--- config.mk ---
export PLATFORM = sky130hd
export DESIGN_NAME = cpu_step_ctrl
export DESIGN_NICKNAME = d
export VERILOG_FILES = /design/src/rtl/cpu_step_ctrl.sv
export SDC_FILE = /design/constraint.sdc
export NUM_CORES = 1
export LEC_CHECK = 0
export CAP_MARGIN = 20
export CORE_ASPECT_RATIO = 1.75
export CORE_UTILIZATION = 41
export CTS_BUF_LIST = sky130_fd_sc_hd__clkbuf_16
export DETAILED_ROUTE_END_ITERATION = 16
export PLACE_DENSITY = 0.69
export SKIP_LAST_GASP = 1
export SLEW_MARGIN = 20
export SYNTH_ARGS = -nofsm -noshare
export SYNTH_HDL_FRONTEND = slang
export SYNTH_HIERARCHICAL = 1
export SYNTH_SLANG_ARGS = --single-unit
--- constraint.sdc ---
create_clock -name clk -period 1.9 [get_ports clk]
set_input_delay 0.57 -clock clk [delete_from_list [all_inputs] [get_ports clk]]
set_output_delay 0.57 -clock clk [all_outputs]
set_load 0.005 [all_outputs]
--- src/rtl/cpu_step_ctrl.sv ---
// Single-step / run / halt controller for a teaching CPU.
// Two debounced push buttons drive a small FSM that gates the CPU clock enable.

module cpu_step_db #(
    parameter int unsigned DB_CYCLES = 20000
) (
    input  logic clk,
    input  logic rst,
    input  logic pin,
    output logic press
);

    localparam logic [15:0] DB_LAST = 16'(DB_CYCLES - 1);

    logic        sync1;
    logic        sync2;
    logic        db;
    logic        db_d;
    logic [15:0] cnt;

    always_ff @(posedge clk) begin
        if (rst) begin
            sync1 <= 1'b0;
            sync2 <= 1'b0;
            db    <= 1'b0;
            db_d  <= 1'b0;
            cnt   <= 16'd0;
            press <= 1'b0;
        end else begin
            sync1 <= pin;
            sync2 <= sync1;
            db_d  <= db;
            press <= db & ~db_d;
            if (sync2 == db) begin
                cnt <= 16'd0;
            end else if (cnt == DB_LAST) begin
                db  <= sync2;
                cnt <= 16'd0;
            end else begin
                cnt <= cnt + 16'd1;
            end
        end
    end

endmodule

module cpu_step_ctrl #(
    parameter int unsigned DB_CYCLES = 20000
) (
    input  logic        clk,
    input  logic        rst,
    input  logic        btn_step,
    input  logic        btn_run,
    input  logic        halt,
    output logic        cpu_en,
    output logic [1:0]  state,
    output logic [15:0] cycle_cnt
);

    typedef enum logic [1:0] {
        PAUSE  = 2'd0,
        STEP   = 2'd1,
        RUN    = 2'd2,
        HALTED = 2'd3
    } state_t;

    state_t cur_state;
    state_t nxt_state;
    logic   step_press;
    logic   run_press;

    cpu_step_db #(.DB_CYCLES(DB_CYCLES)) u_db_step (
        .clk   (clk),
        .rst   (rst),
        .pin   (btn_step),
        .press (step_press)
    );

    cpu_step_db #(.DB_CYCLES(DB_CYCLES)) u_db_run (
        .clk   (clk),
        .rst   (rst),
        .pin   (btn_run),
        .press (run_press)
    );

    always_ff @(posedge clk) begin
        if (rst) begin
            cur_state <= PAUSE;
        end else begin
            cur_state <= nxt_state;
        end
    end

    // Run beats step in PAUSE; halt beats run in RUN.
    always_comb begin
        nxt_state = cur_state;
        cpu_en    = 1'b0;
        unique case (cur_state)
            PAUSE: begin
                if (run_press) begin
                    nxt_state = RUN;
                end else if (step_press) begin
                    nxt_state = STEP;
                end
            end
            STEP: begin
                cpu_en    = 1'b1;
                nxt_state = halt ? HALTED : PAUSE;
            end
            RUN: begin
                cpu_en = 1'b1;
                if (halt) begin
                    nxt_state = HALTED;
                end else if (run_press) begin
                    nxt_state = PAUSE;
                end
            end
            HALTED: begin
                nxt_state = HALTED;
            end
            default: begin
                nxt_state = PAUSE;
            end
        endcase
    end

    always_ff @(posedge clk) begin
        if (rst) begin
            cycle_cnt <= 16'd0;
        end else if (cpu_en) begin
            cycle_cnt <= cycle_cnt + 16'd1;
        end
    end

    assign state = cur_state;

endmodule

==> results of run 1 <==
metrics by stage:
| step | instances | setup TNS, ns | total power [uW] | hold WS (ns) | instance area (um2) |
|---|---|---|---|---|---|
| 6_report | 413 | -0.008240 | 2665 | 0.3850 | 3291 |
| 5_1_grt | 413 | -0.03271 | 2762 | 0.3948 | 3291 |
| 4_1_cts | 413 | 0 | 2706 | 0.3894 | 3288 |
| 3_5_place_dp | 396 | -0.0007694 | 1332 | 0.3826 | 3014 |
| 3_3_place_gp | 396 | 0 | 1332 | 0.3805 | 3014 |
| 2_1_floorplan | 287 | 0 | 1314 | 0.3674 | 2616 |
cell type report:
class,count,area (um2),share of cell area
clock buffer,9,225.2,0.06844
clock inverter,7,27.53,0.008365
inverter,8,30.03,0.009125
multi-input combinational,212,1355,0.4118
sequential,60,1206,0.3665
tap,80,100.1,0.03042
timing repair buffer,37,346.6,0.1053
Yosys cell counts, types with 4 or more instances:
cell type	n
a21oi_1	4
and4_1	4
clkbuf_1	4
dfxtp_1	60
ha_1	7
inv_1	8
nand2_1	17
nand2b_1	5
nand3_1	13
nand4_1	15
nor2_1	49
nor2b_1	11
nor3_1	11
nor4_1	9
xnor2_1	26
xor2_1	14
what timing repair did:
item / CTS / global route
endpoints found under the setup margin: 1 / 5
pin swaps: 1 / 1
buffers inserted: 1 / 1
hold endpoints to repair: 0 / 0
resized for setup: 6 / 2
routing by layer:
metal,track usage,wire (um)
met5,0,0
met4,0.1462,189
met3,0.02542,110
met2,0.2857,2485
met1,0.1541,1981
final timing paths:
kind                           end  depth (start not counted)
hold reg to reg     u_db_run/press                          1
setup / recovery          state[0]                          3
setup reg to reg  u_db_step/cnt[9]                          4
hold / removal      u_db_run/press                          1
registers in the layout, indices dropped and copies added (netlist names), 2 cells and up:
name and cells:
u_db_step/cnt 16, cycle_cnt 16, state 2, u_db_run/cnt 16
kinds of logic after synthesis:
| kind of cell | after synthesis | share of synthesized area |
|---|---|---|
| DFF | 60 | 0.4591 |
| and+or+nand+nor | 150 | 0.3027 |
| buffers and inverters | 15 | 0.02773 |
| adders and majority gates | 7 | 0.03348 |
| xor gates and xnor gates | 40 | 0.1339 |
| muxes | 4 | 0.01674 |
| AOI/OAI and AO/OA | 11 | 0.02630 |
critical path: stages, from the launching register on:
cell and delay [ns]:
dfxtp_2 0.33, buf_4 0.10, buf_4 0.10, clkdlybuf4s50_1 0.49
power by group through the flow:
stage                     registers (uW)  clock network (uW)  logic [uW]
after global placement              1290                   0        38.1
after CTS                           1270                1400        38.6
after global routing                1270                1450        41.4
final                               1270                1360        37.9
after detailed placement            1290                   0        38.6
after floorplan                     1290                   0        20.4
==> metrics.md, run 1 <==
| Metric | Value |
|---|---|
| Hold Crit Class | `flop to flop` |
| Synth top area share | `0.4591` |
| Yosys Warn Count | `6` |
| Sw frac | `0.2003` |
| Die height | `107.7 um` |
| Largest net degree at the start of global routing | `33` |
| Power density over cell area | `810.0 nW/um2` |
| Initial Util | `0.4233` |
| Synth-to-layout area growth | `25.78%` |
| Clock-pin slew on the worst setup and hold paths | `0.05 ns` |
| Hold_sp | `u_db_run/db_d` |
| Dpl ws | `-0.0007694 ns` |
| Pleak | `0.001132 uW` |
| P_sw | `533.7 uW` |
| Drt drc | `0` |
| Via/cell ratio | `4.956` |
| DRT antenna net count | `0` |
| CP Launch Point | `state[0]` |
| Max Slew Vio Count | `0` |
| Syn nets | `299` |
| N_diodes | `0` |
| Classification of the worst setup path | `flop to output port` |
| IO Pins | `24` |
| Final worst slack | `-0.008240 ns` |
| Cts-stage hold buffer count | `0` |
| Period utilisation layout | `1.004` |
| R2r setup slk | `0.08 ns` |
| Number of core rows | `38` |
| Failing checks | `setup timing` |
| Hpwl dp | `3309 um` |
| Largest cells by area after synthesis | `dfxtp_1 (46%), xnor2_1 (8.7%), nor2_1 (7.0%), xor2_1 (4.7%), nand4_1 (3.6%)` |
| Fin Clk Skew | `0.003588 ns` |
| Peak supply drop | `0.4408 mV` |
| Register area share after synthesis | `0.4591` |
| Worst-margin pin slew | `0.4753 ns` |
| CTS Root Cell | `clkbuf_16` |
| Final-layout fill cell count | `571` |
| Crit path DAT | `1.34 ns` |
| CP startpoint kind | `flop` |
| Min cycle time layout | `1.908 ns` |
| EDFF count, synth | `0` |
| Vias in the first global route | `1927` |
| DRT Wirelength | `4766 um` |
| Clock share of power | `0.510` |
| All-Layer GR Usage | `0.1592` |
| I/O Buffers | `23` |
| Final hold violation count | `0` |
| Die width | `62.39 um` |
| Die area | `6717 um2` |
| CP endpoint kind | `output port` |
| Sequential share of power | `0.476` |
| FF-to-FF Start | `u_db_step/cnt[8]` |
| Commonest cells after routing, fill and taps aside | `dfxtp_1 (56), nor2_1 (49), xnor2_1 (26), clkdlybuf4s50_1 (22), nand2_1 (17)` |
| FMAX | `524.0 MHz` |
| First-pass DRT Iterations | `4` |
| Routed vias | `2047` |
| Post-synth ARST share | `0` |
| Final setup vio count | `1` |
| CTS tree | `yes` |
| Number of library cell types mapped by synthesis | `34` |
| Ys flop type | `dfxtp_1` |
| Combinational Power Share | `0.014` |
| Clk sinks | `60` |
| Mapped Area | `2616 um2` |
| CTS Buf Count | `9` |
| CTS max path bufs | `2` |
| Nets | `340` |
| First-pass GRT wire length | `8086 um` |
| Core area | `6181 um2` |
| RSZ-0062 raised after global routing | `true` |
| Yosys reg bits | `60` |
| RD Place Congestion | `0.7729` |
| Post-Route Utilization | `0.5324` |
| First DRT Iteration DRCs | `109` |
| Initial antenna violation count | `0` |
| Run status | `finished with violations` |
| Max Cap Violations | `0` |
| Cell taking the most area after synthesis | `dfxtp_1` |
| Wirelength per Cell | `11.54 um` |
| Most common cell after layout, fill and taps aside | `dfxtp_1` |
| Worst-Skew Late Latency | `0.33 ns` |
| Slew margin rel. | `0.6802` |
| Avg Cell Area, Syn | `9.116 um2` |
| Share of cells above drive strength 1 | `0.1231` |
| Largest fanout on the critical path | `3` |
| CTS H-tree depth | `3` |
| Grt ovf | `0` |
| Pint | `2132 uW` |
| Mapped Cells | `287` |
| Critical Path RT | `1.33 ns` |
Note: power is estimated with default switching activity, not from simulation.
==> inputs of run 2 (changes only) <==
--- a/config.mk
+++ b/config.mk
@@ -7,6 +7,7 @@
 export LEC_CHECK = 0
 export CAP_MARGIN = 20
 export CORE_ASPECT_RATIO = 1.75
+export CORE_MARGIN = 2
 export CORE_UTILIZATION = 41
 export CTS_BUF_LIST = sky130_fd_sc_hd__clkbuf_16
 export DETAILED_ROUTE_END_ITERATION = 16
==> metrics.md, run 2 (synthesized netlist as in run 1, its figures left out) <==
| Metric | Value |
|---|---|
| Run status | `finished, final reports clean` |
| Min cycle time layout | `1.852 ns (-0.05588 ns)` |
| Stages on the worst setup path | `1 (-2)` |
| Fin Clk Skew | `0.006765 ns (+0.003176 ns)` |
| R2r endpoint | `u_db_step/cnt[6]` |
| Initial Util | `0.4233 (unchanged)` |
| Number of core rows | `38 (unchanged)` |
| Area post-placement | `3029 um2 (+0.50%)` |
| CP Launch Point | `cycle_cnt[6]` |
| Wirelength per Cell | `12.30 um (+6.6%)` |
| Vias in the first global route | `2025 (+5.1%)` |
| Slew margin rel. | `0.7433 (+0.06307)` |
| Initial antenna violation count | `0 (unchanged)` |
| Commonest cells after routing, fill and taps aside | `dfxtp_1 (55), nor2_1 (49), xnor2_1 (26), clkdlybuf4s50_1 (22), nand2_1 (17)` |
| CTS tree | `yes` |
| Drt drc | `0 (unchanged)` |
| Clk sinks | `60 (unchanged)` |
| Grt ovf | `0 (unchanged)` |
| CP endpoint kind | `output port` |
| Final-layout fill cell count | `569 (-0.35%)` |
| All-Layer GR Usage | `0.1601 (+0.0008844)` |
| CTS H-tree depth | `3 (unchanged)` |
| I/O Buffers | `23 (unchanged)` |
| Core area | `6181 um2 (unchanged)` |
| Period utilisation layout | `0.9749 (-0.02941)` |
| IO Pins | `24 (unchanged)` |
| CP delay by family, top | `buffers and inverters` |
| Finished Cell Area | `3361 um2 (+2.1%)` |
| Pleak | `0.001158 uW (+2.3%)` |
| First-pass GRT wire length | `8652 um (+7.0%)` |
| Worst-Skew Late Latency | `0.32 ns (about the same)` |
| DRT Wirelength | `5103 um (+7.1%)` |
| First-pass DRT Iterations | `4 (unchanged)` |
| Final setup vio count | `0 (-1)` |
| Worst setup path end | `cycle_cnt[6]` |
| Critical Path RT | `1.33 ns (about the same)` |
| Clock-pin slew on the worst setup and hold paths | `0.05 ns (about the same)` |
| R2r setup slk | `0.06 ns (-0.02 ns)` |
| Nets | `342 (+0.59%)` |
| Crit path DAT | `1.28 ns (-0.06 ns)` |
| Largest fanout on the critical path | `6 (+3)` |
| Classification of the worst setup path | `flop to output port` |
| Die height | `109.7 um (+1.9%)` |
| Worst path cell trace | `clkdlybuf4s50_1` |
| Die area | `7061 um2 (+5.1%)` |
| RD Place Congestion | `0.7667 (-0.80%)` |
| Largest registers | `cycle_cnt (16), u_db_run/cnt (16), u_db_step/cnt (16)` |
| Power density over cell area | `883.1 nW/um2 (+9.0%)` |
| Hpwl dp | `3421 um (+3.4%)` |
| RSZ-0062 raised after global routing | `true` |
| Routed vias | `2091 (+2.1%)` |
| Final hold violation count | `0 (unchanged)` |
| Share of cells above drive strength 1 | `0.1403 (+0.01718)` |
| CP startpoint kind | `flop` |
| FF-to-FF Start | `u_db_step/cnt[8]` |
| Peak supply drop | `0.3866 mV (-12%)` |
| DRT antenna net count | `0 (unchanged)` |
| CTS Root Cell | `clkbuf_16` |
| Cts-stage hold buffer count | `0 (unchanged)` |
| R2R cell count | `4 (unchanged)` |
| Via/cell ratio | `5.039 (+1.7%)` |
| Worst path max stage delay | `0.54 ns (+0.05 ns)` |
| CTS Buf Count | `9 (unchanged)` |
| Largest net degree at the start of global routing | `33 (unchanged)` |
| Synth-to-layout area growth | `28.46%` |
| Die width | `64.39 um (+3.2%)` |
| N_diodes | `0 (unchanged)` |
| Critical path buffers and inverters | `1 (-2)` |
| Most common cell after layout, fill and taps aside | `dfxtp_1` |
| CTS max path bufs | `2 (unchanged)` |
| Max Slew Vio Count | `0 (unchanged)` |
| First DRT Iteration DRCs | `90 (-17%)` |
| Worst-margin pin slew | `0.3816 ns (-0.09374 ns)` |
| Slowest CP cell | `clkdlybuf4s50_1` |
| Max Cap Violations | `0 (unchanged)` |
| Hold Crit Class | `flop to flop` |
| FMAX | `539.9 MHz (+3.0%)` |
| Setup TNS | `0 ns (+0.008240 ns)` |
## run 2: cell type report
cell class	instances	area [um2]	area share
multi-input cells	212	1355	0.4032
flip-flops and latches	60	1207	0.3593
repair buffers	39	361.6	0.1076
clock buffers	9	225.2	0.06701
well taps	80	100.1	0.02978
clock inverters	7	81.33	0.02420
inverters	8	30.03	0.008935
## run 2: what timing repair did
action | 4_1_cts | 5_1_grt
pin swaps | 1 | 1
resized for setup | 6 | 3
buffers inserted | 1 | 0
hold endpoints to repair | 0 | 0
setup endpoints to repair | 1 | 7
## run 2: worst min path at each step
stage               cells past startpoint  slack (ns)              to     startpoint
detailed placement                      1        0.38  u_db_run/press  u_db_run/db_d
global placement                        1        0.38  u_db_run/press  u_db_run/db_d
floorplan                               1        0.37  u_db_run/press  u_db_run/db_d
finish                                  1        0.39  u_db_run/press  u_db_run/db_d
CTS                                     1        0.39  u_db_run/press  u_db_run/db_d
global route                            1        0.41  u_db_run/press  u_db_run/db_d
## run 2: power breakdown
| part | switching [uW] | internal (uW) | total, uW |
|---|---|---|---|
| clock network | 535 | 1130 | 1660 |
| logic | 20.1 | 18.1 | 38.2 |
| registers | 2.71 | 1270 | 1270 |
## run 2: metal layers
metal,GRT usage,up-vias,wire length (um)
met3,0.04606,9,158
met1,0.1579,969,2066
met4,0.09271,0,137
met2,0.2939,42,2740
met5,0,-,0
li1,-,1071,-
## run 2: worst register-to-register path: cells and delay by family (launching register included)
| family | cells | cell delay (ns) |
|---|---|---|
| DFF | 1 | 0.33 |
| and+or+nand+nor | 4 | 1.39 |
## run 2: through the flow
| step | power (uW) | worst slack, ns | instances | hold slack [ns] | util |
|---|---|---|---|---|---|
| floorplan | 1314 | 0.1246 | 287 | 0.3674 | - |
| global placement | 1332 | 0.04364 | 398 | 0.3758 | 0.4901 |
| detailed placement | 1332 | 0.02624 | 398 | 0.3785 | 0.4901 |
| CTS | 3002 | 0.01030 | 415 | 0.3916 | 0.5431 |
| global route | 3065 | -0.05198 | 415 | 0.4109 | 0.5437 |
| finish | 2968 | 0.04764 | 415 | 0.3915 | 0.5437 |
==> inputs of run 3 (changes only) <==
--- a/config.mk
+++ b/config.mk
@@ -12,6 +12,7 @@
 export CTS_BUF_LIST = sky130_fd_sc_hd__clkbuf_16
 export DETAILED_ROUTE_END_ITERATION = 16
 export PLACE_DENSITY = 0.69
+export SETUP_SLACK_MARGIN = 0.05
 export SKIP_LAST_GASP = 1
 export SLEW_MARGIN = 20
 export SYNTH_ARGS = -nofsm -noshare
==> metrics.md, run 3 (synthesized netlist as in run 1, its figures left out) <==
| Metric | Value |
|---|---|
| Nets | `344 (+0.58%)` |
| Min cycle time layout | `1.833 ns (-0.01943 ns)` |
| R2R cell count | `7 (+3)` |
| Die width | `64.39 um (unchanged)` |
| Worst-margin pin slew | `0.5553 ns (+0.1737 ns)` |
| DRT antenna net count | `0 (unchanged)` |
| Crit path DAT | `2.05 ns (+0.77 ns)` |
| CTS H-tree depth | `3 (unchanged)` |
| Final hold violation count | `0 (unchanged)` |
| Period utilisation layout | `0.9647 (-0.01023)` |
| Largest net degree at the start of global routing | `33 (unchanged)` |
| Classification of the worst setup path | `flop to flop` |
| CP endpoint kind | `flop` |
| Combinational Power Share | `0.014 (about the same)` |
| Peak supply drop | `0.3914 mV (+1.3%)` |
| CTS max path bufs | `2 (unchanged)` |
| Post-placement cell count | `398 (unchanged)` |
| Area post-placement | `3029 um2 (unchanged)` |
| Wirelength per Cell | `12.53 um (+1.9%)` |
| Vias in the first global route | `2025 (unchanged)` |
| Worst path cell trace | `inv_2 > ha_4 > buf_4 > nand4_1 > or4_1 > xnor2_1 > and2b_1` |
| Number of core rows | `38 (unchanged)` |
| Initial Util | `0.4233 (unchanged)` |
| FF-to-FF Start | `state[0]` |
| CP Launch Point | `state[0]` |
| Slowest CP cell | `or4_1` |
| First-pass GRT wire length | `8652 um (unchanged)` |
| Max Cap Violations | `0 (unchanged)` |
| Clk sinks | `60 (unchanged)` |
| DRT Wirelength | `5226 um (+2.4%)` |
| Power density over cell area | `870.3 nW/um2 (-1.5%)` |
| Clock share of power | `0.559 (about the same)` |
| Hold Crit Class | `flop to flop` |
| Share of cells above drive strength 1 | `0.1721 (+0.03181)` |
| Via/cell ratio | `5.070 (+0.62%)` |
| Sw frac | `0.1884 (+0.0003916)` |
| Final-layout fill cell count | `565 (-0.70%)` |
| IO Pins | `24 (unchanged)` |
| Fin Clk Skew | `0.006942 ns (+0.0001779 ns)` |
| Run status | `finished, final reports clean` |
| CTS tree | `yes` |
| Drt drc | `0 (unchanged)` |
| Hpwl dp | `3421 um (unchanged)` |
| Sequential share of power | `0.427 (about the same)` |
| R2r setup slk | `0.07 ns (about the same)` |
| Fin cells | `417 (+0.48%)` |
| Synth-to-layout area growth | `30.46%` |
| Largest fanout on the critical path | `4 (-2)` |
| Clock-pin slew on the worst setup and hold paths | `0.05 ns (about the same)` |
| Most common cell after layout, fill and taps aside | `nor2_1` |
| Die area | `7061 um2 (unchanged)` |
| Critical Path RT | `2.12 ns (+0.79 ns)` |
| Routed vias | `2114 (+1.1%)` |
| Max Slew Vio Count | `0 (unchanged)` |
| First DRT Iteration DRCs | `92 (+2.2%)` |
| CP delay by family, top | `simple AND/OR/NAND/NOR gates` |
| Largest registers | `cycle_cnt (16), u_db_run/cnt (16), u_db_step/cnt (16)` |
| I/O Buffers | `23 (unchanged)` |
| CP startpoint kind | `flop` |
| Finished Cell Area | `3413 um2 (+1.6%)` |
| Initial antenna violation count | `0 (unchanged)` |
| Critical path buffers and inverters | `2 (+1)` |
| All-Layer GR Usage | `0.1601 (unchanged)` |
| Core area | `6181 um2 (unchanged)` |
| Pint | `2411 uW (about the same)` |
| Worst path max stage delay | `0.52 ns (-0.02 ns)` |
| Worst-Skew Late Latency | `0.32 ns (about the same)` |
| Grt ovf | `0 (unchanged)` |
| Die height | `109.7 um (unchanged)` |
| Stages on the worst setup path | `7 (+6)` |
| First-pass DRT Iterations | `4 (unchanged)` |
| Slew margin rel. | `0.6285 (-0.1148)` |
| P_sw | `559.7 uW (+0.29%)` |
| CTS Root Cell | `clkbuf_16` |
| Worst setup path end | `cycle_cnt[12]` |
| CTS Buf Count | `9 (unchanged)` |
| R2r endpoint | `cycle_cnt[12]` |
| N_diodes | `0 (unchanged)` |
| Pleak | `0.001191 uW (+2.9%)` |
| Tot Pwr | `2970 uW (about the same)` |
| RD Place Congestion | `0.7667 (unchanged)` |
| Commonest cells after routing, fill and taps aside | `nor2_1 (49), dfxtp_1 (47), xnor2_1 (26), clkdlybuf4s50_1 (21), nand2_1 (17)` |
| RSZ-0062 raised after global routing | `true` |
| FMAX | `545.6 MHz (+1.1%)` |
| Final setup vio count | `0 (unchanged)` |
[run 3: cell types whose count changed in the layout (fill, tap and decap cells not counted), sizes merged]
cell	previous run	this run
buf	16	17
dlymetal6s2s	0	1
clkdlybuf4s50	22	21
nand2	19	20
[run 3: per-layer routing]
metal | track usage | vias to the layer above | routed length, um
li1 | - | 1076 | -
met1 | 0.1579 | 992 | 2074
met2 | 0.2939 | 37 | 2859
met3 | 0.04606 | 9 | 154
met4 | 0.09271 | 0 | 138
met5 | 0 | - | 0
[run 3: timing repair]
action / 4_1_cts / 5_1_grt
cloned: 0 / 1
gates resized for setup: 12 / 9
endpoints found under the setup margin: 10 / 40
setup buffers: 1 / 1
hold buffers: 0 / 0
pin swaps: 1 / 2
[run 3: how the worst min path moves through the flow]
stage / from / endpoint / slack [ns] / cells after the start
6_report: u_db_run/db_d / u_db_run/press / 0.39 / 1
5_1_grt: u_db_run/db_d / u_db_run/press / 0.41 / 1
4_1_cts: u_db_run/db_d / u_db_run/press / 0.39 / 1
3_5_place_dp: u_db_run/db_d / u_db_run/press / 0.38 / 1
3_3_place_gp: u_db_run/db_d / u_db_run/press / 0.38 / 1
2_1_floorplan: u_db_run/db_d / u_db_run/press / 0.37 / 1
[run 3: stage by stage]
stage	hold WS [ns]	setup TNS (ns)	util	setup WS (ns)
2_1_floorplan	0.3674	0	-	0.1246
3_3_place_gp	0.3758	0	0.4901	0.04364
3_5_place_dp	0.3785	0	0.4901	0.02624
4_1_cts	0.3916	0	0.5443	0.05061
5_1_grt	0.4106	-0.1344	0.5522	-0.05057
6_report	0.3900	0	0.5522	0.06708
[run 3: area by class of cell]
class,instances,area [um2],share of cell area
Clock buffer,9,225.2,0.06598
Clock inverter,7,81.33,0.02383
Inverter,8,30.03,0.008798
Multi-Input combinational cell,213,1388,0.4065
Sequential cell,60,1217,0.3567
Tap cell,80,100.1,0.02933
Timing Repair Buffer,40,371.6,0.1089
[run 3: power groups by stage]
stage | registers, uW | clock network, uW | logic, uW
3_3_place_gp | 1290 | 0 | 38.3
5_1_grt | 1270 | 1750 | 45.4
3_5_place_dp | 1290 | 0 | 38.3
2_1_floorplan | 1290 | 0 | 20.4
6_report | 1270 | 1660 | 40.6
4_1_cts | 1270 | 1700 | 38.8
